<file path="config.mk">
export PLATFORM = sky130hd
export DESIGN_NAME = fxp_seq_alu
export DESIGN_NICKNAME = d
export VERILOG_FILES = /design/src/rtl/fxp_seq_alu.sv
export SDC_FILE = /design/constraint.sdc
export NUM_CORES = 1
export LEC_CHECK = 0
export CAP_MARGIN = 30
export CORE_UTILIZATION = 55
export DETAILED_ROUTE_END_ITERATION = 8
export PLACE_DENSITY_LB_ADDON = 0.08
export SYNTH_ARGS = -nofsm -noshare
export SYNTH_HDL_FRONTEND = slang
export SYNTH_SLANG_ARGS = --single-unit
</file>
<file path="constraint.sdc">
create_clock -name clk -period 3.15 [get_ports clk]
set_clock_uncertainty 0.1 [all_clocks]
set_input_delay 0.4725 -clock clk [delete_from_list [all_inputs] [get_ports clk]]
set_output_delay 0.4725 -clock clk [all_outputs]
set_load 0.01 [all_outputs]
</file>
<file path="src/rtl/fxp_seq_alu.sv">
// Handshaked multi-cycle sign-magnitude Q(W-1-FRAC).FRAC ALU: add/sub in one EXEC cycle, shift-add multiply over W-1 cycles.
// Define FXP_ROUND_EN for round-to-nearest on multiply; undefined truncates toward zero.
module fxp_seq_alu #(
  parameter int W    = 16,
  parameter int FRAC = 8
) (
  input  logic         clk,
  input  logic         rst_n,
  input  logic         in_valid,
  output logic         in_ready,
  input  logic [W-1:0] a,
  input  logic [W-1:0] b,
  input  logic [2:0]   alu_control,
  output logic         out_valid,
  input  logic         out_ready,
  output logic [W-1:0] res,
  output logic [3:0]   flags
);

  localparam int M  = W - 1;
  localparam int PW = 2 * M;
  localparam int CW = $clog2(W);

  localparam logic [2:0] OP_ADD = 3'b000;
  localparam logic [2:0] OP_SUB = 3'b001;
  localparam logic [2:0] OP_MUL = 3'b010;

  typedef enum logic [2:0] {S_IDLE, S_EXEC, S_MUL, S_NORM, S_DONE} state_t;

  state_t          r_state;
  state_t          w_next;
  logic [2:0]      r_op;
  logic            r_sa;
  logic            r_sb;
  logic [M-1:0]    r_ma;
  logic [M-1:0]    r_mb;
  logic [PW-1:0]   r_prod;
  logic [PW-1:0]   r_mcand;
  logic [CW-1:0]   r_cnt;
  logic [W-1:0]    r_res;
  logic [3:0]      r_flags;

  logic            w_sb_eff;
  logic [M:0]      w_sum;
  logic [PW:0]     w_scaled;
  logic            w_sign;
  logic [M-1:0]    w_mag;
  logic            w_sat;

  always_ff @(posedge clk or negedge rst_n) begin
    if (!rst_n) r_state <= S_IDLE;
    else        r_state <= w_next;
  end

  always_comb begin
    w_next    = r_state;
    in_ready  = 1'b0;
    out_valid = 1'b0;
    case (r_state)
      S_IDLE: begin
        in_ready = 1'b1;
        if (in_valid) w_next = (alu_control == OP_MUL) ? S_MUL : S_EXEC;
      end
      S_EXEC: w_next = S_DONE;
      S_MUL:  if (r_cnt == '0) w_next = S_NORM;
      S_NORM: w_next = S_DONE;
      S_DONE: begin
        out_valid = 1'b1;
        if (out_ready) w_next = S_IDLE;
      end
      default: w_next = S_IDLE;
    endcase
  end

  // Result path shared by EXEC (add/sub/NOP) and NORM (multiply scaling).
  always_comb begin
    w_sb_eff = r_sb ^ (r_op == OP_SUB);
    w_sum    = {1'b0, r_ma} + {1'b0, r_mb};
    w_scaled = {1'b0, r_prod} >> FRAC;
`ifdef FXP_ROUND_EN
    w_scaled = w_scaled + {{PW{1'b0}}, r_prod[FRAC-1]};
`endif
    w_sign = 1'b0;
    w_mag  = '0;
    w_sat  = 1'b0;
    if (r_state == S_NORM) begin
      w_sign = r_sa ^ r_sb;
      if (|w_scaled[PW:M]) begin
        w_mag = '1;
        w_sat = 1'b1;
      end else begin
        w_mag = w_scaled[M-1:0];
      end
    end else if (r_op == OP_ADD || r_op == OP_SUB) begin
      if (r_sa == w_sb_eff) begin
        w_sign = r_sa;
        if (w_sum[M]) begin
          w_mag = '1;
          w_sat = 1'b1;
        end else begin
          w_mag = w_sum[M-1:0];
        end
      end else if (r_ma >= r_mb) begin
        w_sign = r_sa;
        w_mag  = r_ma - r_mb;
      end else begin
        w_sign = w_sb_eff;
        w_mag  = r_mb - r_ma;
      end
    end
    if (w_mag == '0) w_sign = 1'b0;
  end

  always_ff @(posedge clk or negedge rst_n) begin
    if (!rst_n) begin
      r_op    <= '0;
      r_sa    <= 1'b0;
      r_sb    <= 1'b0;
      r_ma    <= '0;
      r_mb    <= '0;
      r_prod  <= '0;
      r_mcand <= '0;
      r_cnt   <= '0;
      r_res   <= '0;
      r_flags <= '0;
    end else begin
      case (r_state)
        S_IDLE: if (in_valid) begin
          // Negative zero is folded to +0 at capture.
          r_op    <= alu_control;
          r_sa    <= a[W-1] & (|a[M-1:0]);
          r_sb    <= b[W-1] & (|b[M-1:0]);
          r_ma    <= a[M-1:0];
          r_mb    <= b[M-1:0];
          r_prod  <= '0;
          r_mcand <= {{M{1'b0}}, a[M-1:0]};
          r_cnt   <= CW'(W - 2);
        end
        S_MUL: begin
          if (r_mb[0]) r_prod <= r_prod + r_mcand;
          r_mcand <= r_mcand << 1;
          r_mb    <= r_mb >> 1;
          r_cnt   <= r_cnt - CW'(1);
        end
        S_EXEC, S_NORM: begin
          r_res   <= {w_sign, w_mag};
          r_flags <= {w_sign, (w_mag == '0), w_sat, w_sat};
        end
        default: ;
      endcase
    end
  end

  assign res   = r_res;
  assign flags = r_flags;

endmodule

</file>
==> flow_summary.yaml <==
critical_path:
  worst-endpoint-required_ns: 3.34
  critPathMaxFanout: 4
  worst-endpoint-arrival_ns: 3.55
  biggest_cell_delay_along_the_critical_path_ns: 0.44
  cp_cell_sequence: "inv_2 -> ha_4 -> inv_4 -> fa_2 -> a21o_1 -> a211oi_4 -> o2bb2ai_2 -> o21ai_2 -> a21oi_2 -> o31ai_1 -> o21ai_1 -> xnor2_1 -> a221oi_2 -> buf_4 -> nor4_4 -> a221oi_1"
  setup.worst_path.class: "register to register"
  crit_slowest_cell: "dfrtp_1"
  worstReg2RegStart: "r_mb[0]"
  crit_path_start_kind: "register"
  worst_setup_path_end_kind: "register"
  ff2ff_setup_slack_ns: -0.21
  r2r_cells: 16
  regToRegEndpoint: "res[15]"
run_status:
  run_status: "finished with violations"
  failed_checks: "setup timing"
detailed_routing:
  initialDrtViolationCount: 740
  dr.pass1.iters: 7
  finalWirelength_um: 26700
  detail_route.vias_per_cell: 5.92
  detail_route.drc_violations: 0
  antenna_violating_nets_post_route: 0
  wl_per_cell_um: 17.7
  vias: 8938
clock_network:
  cts.reportedPaths.clkPinSlew_ns: 0.06
  htree_num_levels: 4
  cts_max_path_buffers: 2
  tritoncts: "built"
  clock_sink_count: 120
  insertion_delay_ns: 0.43
  cts_buffers: 17
  cts.root.buffer_cell: "clkbuf_16"
sta:
  setup_viol_count_final: 4
  final_min_period_over_clock_period_pct: 107
  worst_hold_slack_ns: 0.370
  timing_worst_slew_pin_value_ns: 0.816
  post-route-worst-setup-slack_ns: -0.206
  clock.fmax_ghz: 0.298
  rsz0062_at_grt: "true"
  min_period_ns: 3.36
  worst_slew_margin_rel_pct: 45.6
  final-hold-violation-count: 0
  timing.final.max_slew_violations: 0
worst_hold_path:
  hold_path_startpoint: "res[12]"
  timing.hold.worst_endpoint: "res[12]"
  timing.hold.worst.class: "register to register"
  worst_hold_path.num_cells: 2
synth:
  synth.largest_area_cell: "dfrtp_1"
  synth-seq-cells: 120
  synth_sequential_area_ratio_pct: 34.0
  prevailing_post_synth_register_cell: "dfrtp_1"
  yosys.area_share.xor_xnor_pct: 4.66
  ys.warnings.count: 0
  post_synth_adder_cell_area_pct: 11.7
  synth_top_cell_area_share_pct: 34.0
  synth_compound_area_share_pct: 22.7
  synth_top_family_by_area: "compound AO/OA/AOI/OAI gates"
  synth-edff-count: 0
  synthesis.area_per_instance_um2: 8.31
  netlist_top_cells_area: "dfrtp_1, ha_1, o21ai_0"
  yosys.area_share.simple_pct: 20.8
  share_of_cell_area_taken_by_muxes_after_synthesis_pct: 1.06
  ys_types: 70
  synth.cell_area_um2: 8830
  syn_nets: 1182
  asyncSetResetFlopFracSynth_pct: 100
  synthCells: 1063
global_route:
  largest_net_degree_at_the_start_of_global_routing: 76
  grt_first_pass_wirelength_um: 43100
  grt-ovfl-total: 0
  vias_in_the_first_global_route: 8469
  antenna_found_initial: 0
  global_route.usage.total_pct: 33.8
final_layout:
  most-common-layout-cells: "buf_4, dfrtp_1, nand2_1"
  syn2layout_area_growth_pct: 36.4
  drive_gt1_share_pct: 24.9
  stdcell_count: 1511
  design.final.nets: 1406
  layout.cells.most_common: "buf_4"
  antenna_cells_inserted: 0
floorplanning:
  fp.dieW_um: 129
  die_height_um: 129
  initial_core_util_pct: 57.2
  die_area_um2: 16600
  floorplan.rows: 45
  fp.coreArea_um2: 15400
  floorplan.io_pins: 61
placed_design:
  place.detailed.instances: 1450
  detailedPlace.worstSlack_ns: -0.198
  port_buffers: 60
  gp_routability_congestion: 0.961
  place_hpwl_um: 19300
run:
  timing.max_cap.violations: 0
pwr:
  power.leakage_nw: 5.57
  power.density_nw_per_um2: 1290
  peakVddDrop_mv: 0.588
-- power breakdown --
part	internal [W]	switching (W)	leakage, nW	total, W
Combinational	0.00526	0.00579	3.72	0.0111
Sequential	0.00202	0.000419	1.55	0.00244
Clock	0.00129	0.000762	0.300	0.00205
Total	0.00857	0.00697	5.57	0.0155
-- worst max-delay path: cells and delay by family, from the launching register on --
kind	cells	cell delay, ns
AOI/OAI and AO/OA	9	1.39
and+or+nand+nor	1	0.28
buffers and inverters	3	0.32
xor gates and xnor gates	1	0.18
DFF	1	0.44
adders and majority gates	2	0.50
-- sequential cells by signal (all words and copies together) (netlist names) --
register,flops
flags,2
r_cnt,4
r_ma,15
r_mb,15
r_mcand,30
r_op,3
r_prod,30
r_sa,1
r_sb,1
r_state,3
res,16
-- how the worst max path moves through the flow --
stage | start | end | slack [ns] | depth (start not counted)
floorplan | r_ma[1] | res[15] | 0.08 | 13
CTS | r_ma[0] | res[15] | -0.13 | 16
global route | r_mb[0] | res[15] | -0.37 | 16
finish | r_mb[0] | res[15] | -0.21 | 16
detailed placement | r_prod[0] | r_prod[22] | -0.20 | 14
global placement | r_ma[10] | res[15] | -0.14 | 14
-- Yosys cell counts, types with 11 or more instances --
cell type / count
a22o_1: 17
xnor2_1: 31
xor2_1: 16
o21ai_0: 87
a21o_1: 21
nand2_1: 115
a21oi_1: 74
nand4_1: 16
nand3_1: 67
nand2b_1: 12
inv_1: 56
dfrtp_1: 120
clkbuf_1: 31
o31ai_1: 13
ha_1: 76
a211oi_1: 20
nor4_1: 11
nor3_1: 26
nor2_1: 96
-- cell type report --
cell class	instances	area [µm²]
clock buffer	19	453
clock inverter	13	168
fill	1107	3380
inverter	57	216
multi-input combinational	833	5820
sequential	120	3000
tap	211	264
timing repair buffer	258	2120
-- per-layer routing --
layer | global-route usage [%] | vias to the layer above | part of all wire, %
li1 | - | 4267 | -
met1 | 47.4 | 4224 | 46
met2 | 51.6 | 364 | 44
met3 | 5.74 | 83 | 6.7
met4 | 14.5 | 0 | 3.7
met5 | 0 | - | 0
-- metrics by stage --
step	setup TNS, ns	instance area, µm²	power (W)	utilization [%]
floorplan	0	8830	0.00813	-
global placement	-0.431	10800	0.0118	69.7
detailed placement	-0.873	10800	0.0119	69.7
CTS	-0.298	11800	0.0149	76.5
global route	-1.72	12000	0.0166	78.1
finish	-0.572	12000	0.0155	78.1
-- logic make-up (layout without fill, tap and decap cells) --
family	count (synthesis)	in the layout
simple gates	390	390
compound gates	307	307
flops	120	120
buf+inv	110	347
fa+ha+maj	80	80
xor+xnor	47	47
mux	9	9
-- repair_timing --
item                                    in CTS  in global routing
setup buffers                               22                  9
cloned                                       0                  0
hold endpoints to repair                    45                  0
endpoints found under the setup margin       6                 14
resized for setup                           55                 43
pin swaps                                   38                 34
hold buffers                                 1                  0
No activity file was read; power rests on OpenSTA's default activity.
